## config.mk

```make
export PLATFORM = sky130hd
export DESIGN_NAME = pq_cmd_issuer
export DESIGN_NICKNAME = d
export VERILOG_FILES = /design/src/rtl/pq_pkg.sv /design/src/rtl/pq_req_fifo.sv /design/src/rtl/pq_cmd_issuer.sv
export SDC_FILE = /design/constraint.sdc
export NUM_CORES = 1
export LEC_CHECK = 0
export BUFFER_PORTS_ARGS = -buffer_cell sky130_fd_sc_hd__buf_2
export CAP_MARGIN = 15
export CORE_ASPECT_RATIO = 1.4
export CORE_MARGIN = 4
export CORE_UTILIZATION = 57
export CTS_CLUSTER_DIAMETER = 120
export DETAILED_ROUTE_END_ITERATION = 16
export GPL_ROUTABILITY_DRIVEN = 0
export PLACE_DENSITY = 0.81
export SYNTH_ARGS = -nofsm -noshare
export SYNTH_HDL_FRONTEND = slang
export SYNTH_SLANG_ARGS = --single-unit
```

## constraint.sdc

```tcl
create_clock -name system1000 -period 3.53 [get_ports system1000]
set_clock_uncertainty 0.05 [all_clocks]
set_input_delay 0.1765 -clock system1000 [delete_from_list [all_inputs] [get_ports system1000]]
set_output_delay 0.1765 -clock system1000 [all_outputs]
set_load 0.01 [all_outputs]
```

## src/rtl/pq_pkg.sv

```systemverilog
// Shared widths, command-word layout and FSM encoding for the priority-queue command issuer.
// The command word is {valid, push, key, payload}; the request word drops the valid bit.
package pq_pkg;

  localparam int KEY_W         = 31;
  localparam int PAY_W         = 32;
  localparam int CMD_W         = 65;
  localparam int CMD_VALID_BIT = 64;
  localparam int CMD_PUSH_BIT  = 63;

  typedef struct packed {
    logic             valid;
    logic             push;
    logic [KEY_W-1:0] key;
    logic [PAY_W-1:0] payload;
  } cmd_t;

  typedef enum logic [1:0] {
    ST_IDLE  = 2'd0,
    ST_ISSUE = 2'd1,
    ST_GAP   = 2'd2
  } state_t;

endpackage

```

## src/rtl/pq_req_fifo.sv

```systemverilog
// Generic synchronous first-word-fall-through FIFO; head data is valid whenever empty is low.
// Latency: write visible at the head one cycle later. Backpressure: a write while full lands only if a read frees the slot.
module pq_req_fifo #(
  parameter int W     = 64,
  parameter int DEPTH = 4
) (
  input  logic                     clk,
  input  logic                     rst,
  input  logic                     wr_en,
  input  logic [W-1:0]             wr_dat,
  input  logic                     rd_en,
  output logic [W-1:0]             rd_dat,
  output logic                     full,
  output logic                     empty,
  output logic [$clog2(DEPTH):0]   count
);

  localparam int AW = $clog2(DEPTH);

  logic [W-1:0]  mem [DEPTH];
  logic [AW-1:0] wr_ptr;
  logic [AW-1:0] rd_ptr;
  logic          do_wr;
  logic          do_rd;

  assign do_rd  = rd_en && !empty;
  assign do_wr  = wr_en && (!full || do_rd);
  assign rd_dat = mem[rd_ptr];
  assign full   = (count == (AW+1)'(DEPTH));
  assign empty  = (count == '0);

  always_ff @(posedge clk) begin
    if (do_wr) begin
      mem[wr_ptr] <= wr_dat;
    end
  end

  always_ff @(posedge clk) begin
    if (rst) begin
      wr_ptr <= '0;
      rd_ptr <= '0;
      count  <= '0;
    end else begin
      if (do_wr) wr_ptr <= wr_ptr + 1'b1;
      if (do_rd) rd_ptr <= rd_ptr + 1'b1;
      case ({do_wr, do_rd})
        2'b10:   count <= count + 1'b1;
        2'b01:   count <= count - 1'b1;
        default: count <= count;
      endcase
    end
  end

endmodule

```

## src/rtl/pq_cmd_issuer.sv

```systemverilog
// Buffers push/pop requests, checks them against queue occupancy and issues spaced 65-bit commands.
// Latency: 2 cycles from acceptance into an idle empty FIFO to cmd_o. Backpressure: req_ready = !fifo_full.
// Optional PQ_ISSUE_STATS_EN adds saturating push/pop/reject counters.
module pq_cmd_issuer #(
  parameter int KEY_W      = 31,
  parameter int PAY_W      = 32,
  parameter int FIFO_DEPTH = 4,
  parameter int PQ_CAP     = 16,
  parameter int ISSUE_GAP  = 2
) (
  input  logic                         system1000,
  input  logic                         system1000_rst,
  input  logic                         req_valid,
  output logic                         req_ready,
  input  logic                         req_push,
  input  logic [KEY_W-1:0]             req_key,
  input  logic [PAY_W-1:0]             req_payload,
  output logic [pq_pkg::CMD_W-1:0]     cmd_o,
  output logic [$clog2(PQ_CAP+1)-1:0]  occupancy,
  output logic                         rej_pulse,
  output logic                         busy
`ifdef PQ_ISSUE_STATS_EN
  ,
  output logic [15:0]                  push_cnt,
  output logic [15:0]                  pop_cnt,
  output logic [15:0]                  rej_cnt
`endif
);

  localparam int OCC_W = $clog2(PQ_CAP+1);
  localparam int GAP_W = $clog2(ISSUE_GAP+1);
  localparam int REQ_W = KEY_W + PAY_W + 1;
  localparam int CNT_W = $clog2(FIFO_DEPTH) + 1;

  pq_pkg::state_t state;
  pq_pkg::state_t state_nxt;
  pq_pkg::cmd_t   cmd_nxt;

  logic             fifo_wr;
  logic             fifo_rd;
  logic             fifo_full;
  logic             fifo_empty;
  logic [CNT_W-1:0] fifo_count;
  logic [REQ_W-1:0] head;
  logic [GAP_W-1:0] gap_cnt;
  logic             head_push;
  logic             legal;

  assign req_ready = !fifo_full;
  assign fifo_wr   = req_valid && req_ready;
  assign busy      = !fifo_empty || (gap_cnt != '0);

  pq_req_fifo #(
    .W     (REQ_W),
    .DEPTH (FIFO_DEPTH)
  ) u_req_fifo (
    .clk    (system1000),
    .rst    (system1000_rst),
    .wr_en  (fifo_wr),
    .wr_dat ({req_push, req_key, req_payload}),
    .rd_en  (fifo_rd),
    .rd_dat (head),
    .full   (fifo_full),
    .empty  (fifo_empty),
    .count  (fifo_count)
  );

  always_comb begin
    head_push = head[REQ_W-1];
    legal     = head_push ? (occupancy != OCC_W'(PQ_CAP)) : (occupancy != '0);
    cmd_nxt         = '0;
    cmd_nxt.valid   = 1'b1;
    cmd_nxt.push    = head_push;
    // Pops carry no key/payload; zero them so the path stage sees a clean word.
    if (head_push) begin
      cmd_nxt.key     = head[PAY_W +: KEY_W];
      cmd_nxt.payload = head[PAY_W-1:0];
    end
  end

  always_comb begin
    state_nxt = state;
    fifo_rd   = 1'b0;
    case (state)
      pq_pkg::ST_IDLE: begin
        if (!fifo_empty) state_nxt = pq_pkg::ST_ISSUE;
      end
      pq_pkg::ST_ISSUE: begin
        fifo_rd = 1'b1;
        if (ISSUE_GAP > 1) begin
          state_nxt = pq_pkg::ST_GAP;
        end else if ((fifo_count > CNT_W'(1)) || fifo_wr) begin
          state_nxt = pq_pkg::ST_ISSUE;
        end else begin
          state_nxt = pq_pkg::ST_IDLE;
        end
      end
      pq_pkg::ST_GAP: begin
        // Leaving on the last gap cycle keeps issue spacing exactly ISSUE_GAP.
        if (gap_cnt <= GAP_W'(1)) begin
          state_nxt = fifo_empty ? pq_pkg::ST_IDLE : pq_pkg::ST_ISSUE;
        end
      end
      default: state_nxt = pq_pkg::ST_IDLE;
    endcase
  end

  always_ff @(posedge system1000) begin
    if (system1000_rst) begin
      state     <= pq_pkg::ST_IDLE;
      gap_cnt   <= '0;
      cmd_o     <= '0;
      occupancy <= '0;
      rej_pulse <= 1'b0;
    end else begin
      state     <= state_nxt;
      cmd_o     <= '0;
      rej_pulse <= 1'b0;
      if (state == pq_pkg::ST_ISSUE) begin
        gap_cnt <= GAP_W'(ISSUE_GAP - 1);
        if (legal) begin
          cmd_o     <= cmd_nxt;
          occupancy <= head_push ? (occupancy + OCC_W'(1)) : (occupancy - OCC_W'(1));
        end else begin
          rej_pulse <= 1'b1;
        end
      end else if (gap_cnt != '0) begin
        gap_cnt <= gap_cnt - GAP_W'(1);
      end
    end
  end

`ifdef PQ_ISSUE_STATS_EN
  always_ff @(posedge system1000) begin
    if (system1000_rst) begin
      push_cnt <= '0;
      pop_cnt  <= '0;
      rej_cnt  <= '0;
    end else if (state == pq_pkg::ST_ISSUE) begin
      if (!legal) begin
        if (rej_cnt != 16'hFFFF) rej_cnt <= rej_cnt + 16'd1;
      end else if (head_push) begin
        if (push_cnt != 16'hFFFF) push_cnt <= push_cnt + 16'd1;
      end else begin
        if (pop_cnt != 16'hFFFF) pop_cnt <= pop_cnt + 16'd1;
      end
    end
  end
`endif

endmodule
```

==> out/metrics.csv <==
stage;metric;value;unit
worst_setup_path;CP required;3920;ps
synthesis;post-synthesis xor/xnor area fraction;0.717;%
timing;Final Max Slew Viols;0;
synthesis;Synth Area in Adders;1.37;%
flow_run;MaxCap Viol Count;0;
finish;Non-Filler Instances;1085;
run_status;status;finished clean;
timing;FMAX;368;MHz
synthesis;Synth Area in Compound Gates;1.14;%
finish;Area Growth Syn to Fin;21.3;%
worst_setup_path;Critical-path top delay cell;dfxtp_4;
power_and_ir_drop;Leak;5.45;nW
grt;vias in the first global route;6645;
synthesis;largest family of logic cells by synthesized area;multiplexers;
timing;minimum clock period;2720;ps
floorplanning;IO Pins;140;
clock_network;clock sink count;340;
synthesis;flops & latches, synth;340;
timing;Hold Violations, Final;0;
synthesis;Netlist Area Pre-Place;12000;µm²
synthesis;Mapped Cells;594;
grt;total track usage;19.9;%
synthesis;mux contribution to synthesized area;12.1;%
timing;setup_tns;0;ps
placed_design;dpl hpwl;12.7;mm
synthesis;Syn Nets;673;
routing;drt wl/cell;21.3;µm
finish;post-layout util;70.8;%
timing;Relative slew margins;31.1;%
worst_setup_path;Setup crit end kind;flip-flop;
clock_network;cts repair resizes;0;
finish;fraction of layout cells with a size suffix above 1;31.9;%
placed_design;PortBufs;139;
finish;Filler Cell Count;1262;
worst_setup_path;class of the most critical setup path;flip-flop to flip-flop;
floorplanning;Die ar.;23600;µm²
routing;via count;6169;
grt;Overflow after GRT;0;
synthesis;register area share after synthesis;77.8;%
clock_network;Worst-Skew Late Latency;550;ps
clock_network;cts hold-fix bufs;65;
clock_network;CTS tree;done;
finish;Net count, final;883;
clock_network;clock tree buffer depth;3;
routing;DRC;0;
floorplanning;die span in x;131;µm
clock_network;setup repair bufs after CTS;0;
timing;unrepaired setup endpoints after global routing;false;
worst_setup_path;worst reg2reg path depth;7;
routing;Initial DRT Pass Iterations;5;
routing;DR iter-0 viols;461;
routing;final wirelength;23.1;mm
worst_setup_path;Critical Path Source Type;flip-flop;
synthesis;syn_area_per_cell;20.3;µm²
synthesis;library cells used by synthesis;39;
floorplanning;row count;62;
grt;antenna violations before repair;1;
hold_path;class of the worst hold path;input port to flip-flop;
worst_setup_path;WP data arrival;3110;ps
timing;crit share post-route;77.0;%
worst_setup_path;crit path cell chain;mux4_2 -> inv_1 -> ha_1 -> a21oi_1 -> o21a_1 -> mux2_2 -> a22o_1;
clock_network;CTS Buf Count;30;
routing;Antenna Nets Post-Route;0;
worst_setup_path;CP max stage delay;600;ps
floorplanning;initial core utilization;58.4;%
timing;Setup Viol. Count Final;0;
grt;pin count of the biggest net entering global routing;70;
timing;actual slew at the worst max-slew pin;1030;ps
clock_network;Clock Tree Root;clkbuf_16;
grt;first-pass GRT wire length;36.3;mm
hold_path;hold depth;4;
clock_network;H-tree Lvls;1;
placed_design;placed insts;963;
worst_setup_path;CP max FO;20;
power_and_ir_drop;VDD IR max;0.000572;V
clock_network;clk slew on worst S/H paths;60;ps
synthesis;Simple-Gate Fraction of Synth Area;5.12;%
floorplanning;Die Y;180;µm
synthesis;synthesis warning total;0;
power_and_ir_drop;power per cell area;626;nW/µm²
routing;drt via density;5.69;
floorplanning;Core Box Area;20600;µm²
-- cells in the mapped netlist --
cell type / instances / area (µm²)
xor2_2: 1 / 16.3
xor2_1: 3 / 26.3
or4_1: 1 / 7.51
or2_2: 1 / 6.26
o21ai_1: 1 / 5.00
xnor2_1: 5 / 43.8
buf_6: 6 / 67.6
or3_1: 2 / 12.5
o21ai_2: 1 / 8.76
clkbuf_2: 1 / 5.00
buf_2: 6 / 30.0
dfxtp_1: 84 / 1680
and3_1: 67 / 419
and2_1: 2 / 12.5
nor4_1: 3 / 18.8
or3b_1: 1 / 8.76
nor3_1: 3 / 15.0
buf_4: 1 / 7.51
a22o_1: 1 / 8.76
o211ai_1: 3 / 22.5
mux4_2: 64 / 1440
clkbuf_1: 16 / 60.1
o21ai_0: 1 / 5.00
fa_1: 2 / 40.0
nor3b_1: 1 / 7.51
a21o_1: 1 / 7.51
a211oi_2: 1 / 12.5
nand2b_1: 1 / 6.26
nor2b_1: 2 / 12.5
o31ai_1: 2 / 15.0
edfxtp_1: 256 / 7690
inv_1: 12 / 45.0
nand2_1: 6 / 22.5
nand3b_1: 3 / 22.5
a21oi_1: 9 / 45.0
nor2_1: 12 / 45.0
mux2_2: 1 / 11.3
ha_1: 10 / 125
o21a_1: 1 / 7.51
-- per-layer routing --
layer | part of all wire [%] | track usage [%] | vias to the layer above | wire, µm
met2 | 54 | 34.7 | 218 | 12400
met1 | 38 | 25.5 | 3123 | 8770
met3 | 5.1 | 2.82 | 53 | 1180
met4 | 3.2 | 6.71 | 0 | 751
met5 | 0 | 0 | - | 0
li1 | - | - | 2775 | -
-- registers in the layout, summed over array words and instances, names as in the netlist, named ones only --
name and count:
cmd_o 65, gap_cnt 2, occupancy 5, rej_pulse 1
state 2, u_req_fifo.count 3, u_req_fifo.mem 256, u_req_fifo.rd_ptr 2
u_req_fifo.wr_ptr 2
-- power breakdown --
group / total [mW] / leakage [nW] / internal [mW] / switching, mW
clock network: 3.27 / 0.480 / 1.88 / 1.39
registers: 4.74 / 3.03 / 4.60 / 0.134
logic: 1.14 / 1.94 / 0.518 / 0.618
-- path summary, 6_finish.rpt --
path | start | endpoint | slack, ps
max | flip-flop | occupancy[4] | 810
min | req_valid | u_req_fifo.wr_ptr[1] | 70
max reg2reg | flip-flop | occupancy[4] | 810
min reg2reg | state[0] | state[0] | 460
-- cell families (layout without fill, tap and decap cells) --
| kind of cell | Yosys count | count (layout) |
|---|---|---|
| other | 0 | 1 |
| xor gates and xnor gates | 9 | 9 |
| muxes | 65 | 65 |
| buffers and inverters | 42 | 276 |
| and+or+nand+nor | 105 | 105 |
| AOI/OAI and AO/OA | 21 | 21 |
| DFF | 340 | 340 |
| adders and majority gates | 12 | 12 |
-- through the flow --
| stage | worst slack [ps] | hold slack [ps] | power (mW) | instance area (µm²) |
|---|---|---|---|---|
| finish | 812 | 74.9 | 9.14 | 14600 |
| global route | 605 | 80.7 | 9.50 | 14600 |
| CTS | 769 | 40.8 | 9.21 | 14600 |
| detailed placement | 791 | 343 | 5.90 | 13000 |
| global placement | 847 | 336 | 5.82 | 13000 |
| floorplan | 890 | 225 | 5.55 | 12000 |
-- placed cells by master, fill, tap and decap left out, drive strengths merged, types with 3 or more instances in the layout --
cell	n
and3	67
o211ai	3
o21ai	3
inv	13
mux4	64
nor3	3
edfxtp	256
nor2	12
bufinv	4
clkbuf	34
clkinv	13
nand3b	3
dlygate4sd3	65
xor2	4
nand2	6
dfxtp	84
xnor2	5
a21oi	9
nor4	3
ha	10
clkinvlp	4
buf	143
-- worst max-delay path, delay by kind of cell, from the launching register on --
family                   cells  cell delay [ps]
adder cells (fa/ha/maj)      1              300
AO/OA/AOI/OAI                3              600
flip-flops                   1              600
buffers and inverters        1              160
multiplexers                 2              910
-- layout make-up --
cell class              instances  area [µm²]  share of cell area [%]
flip-flops and latches        340        9380                    64.2
multi-input cells             212        2490                    17.0
repair buffers                208        1380                    9.42
clock buffers                  34         776                    5.31
well taps                     256         320                    2.19
clock inverters                22         226                    1.55
inverters                      12        45.0                   0.308
diodes                          1        2.50                  0.0171
Power figures use the tool's default switching activity.
